[config.mk]
export PLATFORM = sky130hd
export DESIGN_NAME = sram_port_adapter
export DESIGN_NICKNAME = d
export VERILOG_FILES = /design/src/rtl/sram_port_adapter.sv
export SDC_FILE = /design/constraint.sdc
export NUM_CORES = 1
export LEC_CHECK = 0
export ABC_AREA = 1
export CORE_UTILIZATION = 42
export DETAILED_ROUTE_END_ITERATION = 10
export GPL_TIMING_DRIVEN = 0
export PLACE_DENSITY_LB_ADDON = 0.1
export SYNTH_ARGS = -nofsm -noshare
export SYNTH_HDL_FRONTEND = slang
export SYNTH_SLANG_ARGS = --single-unit
[constraint.sdc]
create_clock -name clk_i -period 1.4 [get_ports clk_i]
set_clock_uncertainty 0.2 [all_clocks]
set_input_delay 0.21 -clock clk_i [delete_from_list [all_inputs] [get_ports clk_i]]
set_output_delay 0.21 -clock clk_i [all_outputs]
set_load 0.03 [all_outputs]
[src/rtl/sram_port_adapter.sv]
// Valid/ready front-end for a single-port byte-enabled sram with 1-cycle read latency.
// Read data is parked in a small response FIFO so the consumer can stall freely.
module sram_port_adapter #(
    parameter int unsigned DATA_WIDTH = 64,
    parameter int unsigned NUM_WORDS  = 1024,
    parameter int unsigned RSP_DEPTH  = 3,
    localparam int unsigned AW = $clog2(NUM_WORDS),
    localparam int unsigned BW = (DATA_WIDTH + 7) / 8
) (
    input  logic                  clk_i,
    input  logic                  rst_ni,
    input  logic                  req_valid_i,
    output logic                  req_ready_o,
    input  logic                  req_we_i,
    input  logic [AW-1:0]         req_addr_i,
    input  logic [DATA_WIDTH-1:0] req_wdata_i,
    input  logic [BW-1:0]         req_be_i,
    output logic                  rsp_valid_o,
    input  logic                  rsp_ready_i,
    output logic [DATA_WIDTH-1:0] rsp_rdata_o,
    output logic                  sram_req_o,
    output logic                  sram_we_o,
    output logic [AW-1:0]         sram_addr_o,
    output logic [DATA_WIDTH-1:0] sram_wdata_o,
    output logic [BW-1:0]         sram_be_o,
    input  logic [DATA_WIDTH-1:0] sram_rdata_i
);

    localparam int unsigned CW = $clog2(RSP_DEPTH + 1);
    localparam int unsigned PW = (RSP_DEPTH > 1) ? $clog2(RSP_DEPTH) : 1;
    localparam logic [PW-1:0] LAST = PW'(RSP_DEPTH - 1);
    localparam logic [CW:0] DEPTH = (CW + 1)'(RSP_DEPTH);

    logic [DATA_WIDTH-1:0] mem [RSP_DEPTH];
    logic [PW-1:0]         wr_ptr;
    logic [PW-1:0]         rd_ptr;
    logic [CW-1:0]         count;
    logic                  inflight;
    logic                  rd_room;
    logic                  push;
    logic                  pop;

    function automatic logic [PW-1:0] next_ptr(input logic [PW-1:0] p);
        return (p == LAST) ? '0 : p + 1'b1;
    endfunction

    // A read reserves a FIFO slot at issue, so a push can never overflow.
    assign rd_room     = ({1'b0, count} + {{CW{1'b0}}, inflight}) < DEPTH;
    assign req_ready_o = req_we_i | rd_room;

    assign sram_req_o   = req_valid_i & req_ready_o;
    assign sram_we_o    = req_we_i;
    assign sram_addr_o  = req_addr_i;
    assign sram_wdata_o = req_wdata_i;
    assign sram_be_o    = req_we_i ? req_be_i : '0;

    assign push        = inflight;
    assign pop         = rsp_valid_o & rsp_ready_i;
    assign rsp_valid_o = (count != '0);
    assign rsp_rdata_o = mem[rd_ptr];

    always_ff @(posedge clk_i or negedge rst_ni) begin
        if (!rst_ni) begin
            inflight <= 1'b0;
            count    <= '0;
            wr_ptr   <= '0;
            rd_ptr   <= '0;
            for (int i = 0; i < int'(RSP_DEPTH); i++) begin
                mem[i] <= '0;
            end
        end else begin
            inflight <= sram_req_o & ~req_we_i;
            if (push) begin
                mem[wr_ptr] <= sram_rdata_i;
                wr_ptr      <= next_ptr(wr_ptr);
            end
            if (pop) begin
                rd_ptr <= next_ptr(rd_ptr);
            end
            unique case ({push, pop})
                2'b10:   count <= count + 1'b1;
                2'b01:   count <= count - 1'b1;
                default: ;
            endcase
        end
    end

    no_full_push: assert property (
        @(posedge clk_i) disable iff (!rst_ni)
        !(push && count == CW'(RSP_DEPTH))
    );

endmodule

# After elaboration in Yosys (flattened, before gate mapping)
# Index checks and enable logic that the tools add are counted.
[classes]
n_addsub = 5
n_lt_le_gt_ge = 4
n_eq_ne = 4
muxes = 10
n_bitwise = 7
n_reduce_logical = 3
[ops]
columns = ["operator", "count"]
rows = [
  ["$bwmux 192", 1],
  ["$mux 64", 3],
  ["$bmux 64 s2", 1],
  ["$demux 64 s2", 1],
  ["$mux 8", 1],
  ["$add 2x1->2 const B", 3],
  ["$eq 2x2->1 const B", 3],
  ["$ge 3x3->1 const B", 2],
  ["$not 2->3", 2],
  ["$mux 2", 2],
  ["$pmux 2 s2", 1],
  ["$reduce_bool 2->1", 2],
  ["$add 2x1->3", 1],
  ["$and 1x1->1", 3],
  ["$lt 3x1->1 const B", 1],
  ["$lt 3x2->1 const B", 1],
  ["$eq 2x1->1 const B", 1],
  ["$sub 2x1->2 const B", 1],
  ["$logic_and 1x1->1", 1],
  ["$not 1->1", 1],
  ["$or 1x1->1", 1],
]
[totals]
ff_bits = 199
in_bits = 151
out_inout_bits = 150
elab_cells = 40

# Depth between registers and ports, before layout
[logic_depth]
depth_word = 6
mapped_depth = 10
ltp_nobuf = 10

# Worst setup path after synthesis
# Ideal clock, no wire load.
[synth_path]
path_kind = "reg2out"
from = "reg inflight"
to = "out sram_req_o"
arrival_time_ns = 1.673
required_time_ns = 0.990
slack_ns = -0.683
stages_incl_launch_ff = 6
n_path_buf = 0
cell_sequence = "dfrtp_1 > ha_1 > ha_1 > nand2_1 > nand2_1 > a21boi_0"
[synth_between]
elab_chain_cells = 4
[synth_lines]
columns = ["element", "line", "text"]
rows = [
  ["start, declared", "38", "logic inflight;"],
  ["start signal, assigned", "72", "inflight <= sram_req_o & ~req_we_i;"],
  ["$add 2x1->3", "48", "assign rd_room = ({1'b0, count} + {{CW{1'b0}}, inflight}) < DEPTH;"],
  ["$lt 3x2->1", "48", ""],
  ["$or 1x1->1", "49", "assign req_ready_o = req_we_i | rd_room;"],
  ["$and 1x1->1", "51", "assign sram_req_o = req_valid_i & req_ready_o;"],
  ["end, declared", "21", "output logic sram_req_o,"],
]
# No other way between the ends.

# Final worst setup path
[layout_path]
from = "reg rd_ptr[1]"
to = "out rsp_rdata_o[13]"
[layout_between]
elab_chain_cells = 4
[layout_lines]
columns = ["element", "line", "text"]
rows = [
  ["start, declared", "36", "logic [PW-1:0] rd_ptr;"],
  ["start signal, assigned", "78", "rd_ptr <= next_ptr(rd_ptr);"],
  ["$not 2->3 (not written as such)", "60", "assign rsp_rdata_o = mem[rd_ptr];"],
  ["$bmux 64 s2", "60", ""],
  ["$mux 64 (not written as such) (2 in a row)", "60", ""],
  ["end, declared", "20", "output logic [DATA_WIDTH-1:0] rsp_rdata_o,"],
]
# No other way between the ends. The select of a mux whose other input is x is not followed.

==> impl_metrics.tcl <==
set metrics [dict create \
    initial_core_util_pct 43.28 \
    grt_overflow 0 \
    cts-root-buf "clkbuf_16" \
    holdCritPathClass "input port to async pin" \
    fp.dieW_um 149.9 \
    ios 301 \
    rsz0062_at_grt "true" \
    antenna_found_initial 0 \
    setup_viol 261 \
    setup-tns-final_ps -76900 \
    ys_seq_area_share_pct 54.22 \
    gp_congestion 0.7551 \
    cts_tree "yes" \
    synth_area_um2 9184 \
    ys_ff_latch 199 \
    crit_fanout 6 \
    required_ps 990 \
    dieHeight_um 149.9 \
    holdWs_ps -456.8 \
    nets 1566 \
    syn_to_final_growth_pct 80.18 \
    path_buf_inv 5 \
    cpPeakStageDelay_ps 420 \
    final.period_utilization_pct 160.2 \
    clockBufferDepth 2 \
    leakagePower_uw 0.008099 \
    wl_per_cell_um 18.34 \
    drv_cap 0 \
    tightest_slew_ps 661.8 \
    ys_types 16 \
    htree_levels 4 \
    p_per_area_nw_per_um2 2457 \
    postSynthCellCount 1101 \
    routed_wirelength_mm 31.16 \
    grt_usage_pct 24.21 \
    vias 8851 \
    firstDrtPassIters 5 \
    hpwl_mm 16.99 \
    regArea_um2 4981 \
    drtAntennaViolNets 0 \
    fp.dieArea_um2 22460 \
    grt_pass1_wl_mm 41.92 \
    status "complete, but fails checks" \
    path_class "register to output pin" \
    critPathTopFamily "buffers and inverters" \
    first_iter_violations 486 \
    ys_warn_count 0 \
    layout_common_cells "dfrtp_1 (198), nand2_1 (190), clkdlybuf4s50_1 (147)" \
    clock_sink_count 199 \
    violations "hold timing, setup timing" \
    max_freq_ghz 0.4459 \
    n_antenna_cell 0 \
    core-area_um2 21220 \
    synth_area_per_cell_um2 8.341 \
    slew_violations 0 \
    irDropWorstVdd_mv 1.254 \
    final_common_cell "dfrtp_1" \
    slew_headroom_pct 55.88 \
    crit_arrival_ps 1830 \
    cp_cell_sequence "buf_6 -> nor2_4 -> buf_12 -> buf_12 -> buf_16 -> nand2_4 -> nand3_4 -> buf_6" \
    clkTransAtPathRegs_ps 70 \
    grt_max_degree 121 \
    crit_path_end_kind "output pin" \
    clk_latency_ps 440 \
    hold_viol_final 79 \
    drive_gt1_share_pct 51.40 \
    vias_per_cell 5.210 \
    period_minus_slack_ps 2243 \
    setup_ws_ps -842.8 \
    row_count 53 \
    fill_cells 1345 \
    syn-num-nets 1255 \
    drc 0 \
    multi_input_area_um2 5197 \
    crit_slowest_cell "dfrtp_1" \
    portBuffers 225 \
    cts_buffers 17 \
    grt_pass1_vias 8238 \
    crit_path_start_kind "register" \
]
## kinds of logic after synthesis
family / Yosys count / share of synthesized area [%]
and+or+nand+nor: 480 / 20.67
AOI/OAI and AO/OA: 195 / 10.65
adders and majority gates: 3 / 0.4088
DFF: 199 / 54.22
buffers and inverters: 223 / 13.95
xor gates and xnor gates: 1 / 0.09539
## metrics by stage
step           cells  instance area, um2  util, %  worst slack, ps  total power (uW)
6_report        1699               16550    77.98           -842.8             40650
5_1_grt         1699               16550    77.98           -891.4             42600
4_1_cts         1661               14060    66.24           -787.4             35320
3_5_place_dp    1602               12760    60.15           -978.3             28130
3_3_place_gp    1601               12730    60.00            -8541             27770
2_1_floorplan   1101               10140        -           -212.1             22070
## power breakdown
part           internal (uW)  total (uW)  switching (uW)
logic                  11500       24300           12800
clock network           2830        5060            2230
registers               8600       11200            2650
total                  23000       40700           17700
## what timing repair did
action / in CTS / in global routing
endpoints found under the hold margin: 79 / 79
setup endpoints to repair: 272 / 269
pin swaps: 7 / 5
resized for setup: 626 / 616
setup buffers: 22 / 13
cloned: 6 / 30
## Yosys cell counts, drive strengths merged
library cell / count / area [um2]
inv: 85 / 319.1
a21boi: 1 / 7.510
nand3: 69 / 345.3
buf: 134 / 947.2
clkbuf: 4 / 15.01
xnor2: 1 / 8.760
nand2: 407 / 1528
dfrtp: 199 / 4980
nor2: 3 / 18.77
nand4: 1 / 6.260
ha: 3 / 37.54
o21ai: 194 / 970.9
## final timing paths
kind	startpoint	endpoint	slack, ps	cells after the start
worst max-delay path	rd_ptr[1]$_DFFE_PN0P_	rsp_rdata_o[13]	-840	8
worst max register to register	wr_ptr[1]$_DFFE_PN0P_	mem[119]$_DFFE_PN0P_	-270	6
max in group asynchronous	rst_ni	mem[92]$_DFFE_PN0P_	410	2
min in group clk_i	req_we_i	inflight$_DFF_PN0_	150	4
worst min-delay path	rst_ni	mem[124]$_DFFE_PN0P_	-460	1
worst min register to register	mem[110]$_DFFE_PN0P_	mem[110]$_DFFE_PN0P_	280	2
## worst register-to-register path: stages, from the launching register on
cell and delay, ps:
dfrtp_1 430, inv_2 140, nand3_4 180, buf_6 200, buf_8 140, clkbuf_16 160
o21ai_2 150
## layer usage
layer | vias up | global-route usage (%) | routed length, um
met2 | 383 | 40.88 | 16030
met4 | 0 | 6.414 | 678
li1 | 4071 | - | -
met3 | 56 | 3.506 | 1784
met1 | 4341 | 32.51 | 12660
met5 | - | 0 | 0
## cell type report
cell class              count  share of cell area, %
clock inverters            10                 0.7108
well taps                 275                  2.079
multi-input cells         679                  31.41
flip-flops and latches    199                  30.10
inverters                  85                  1.958
clock buffers              21                  2.904
repair buffers            296                  21.85
plain buffers             134                  8.983
## flip-flops by register name, indices dropped and copies added, names as in the netlist
| register | flops |
|---|---|
| inflight | 1 |
| wr_ptr | 2 |
| count | 2 |
| rd_ptr | 2 |
| mem | 192 |
Power figures use the tool's default switching activity.
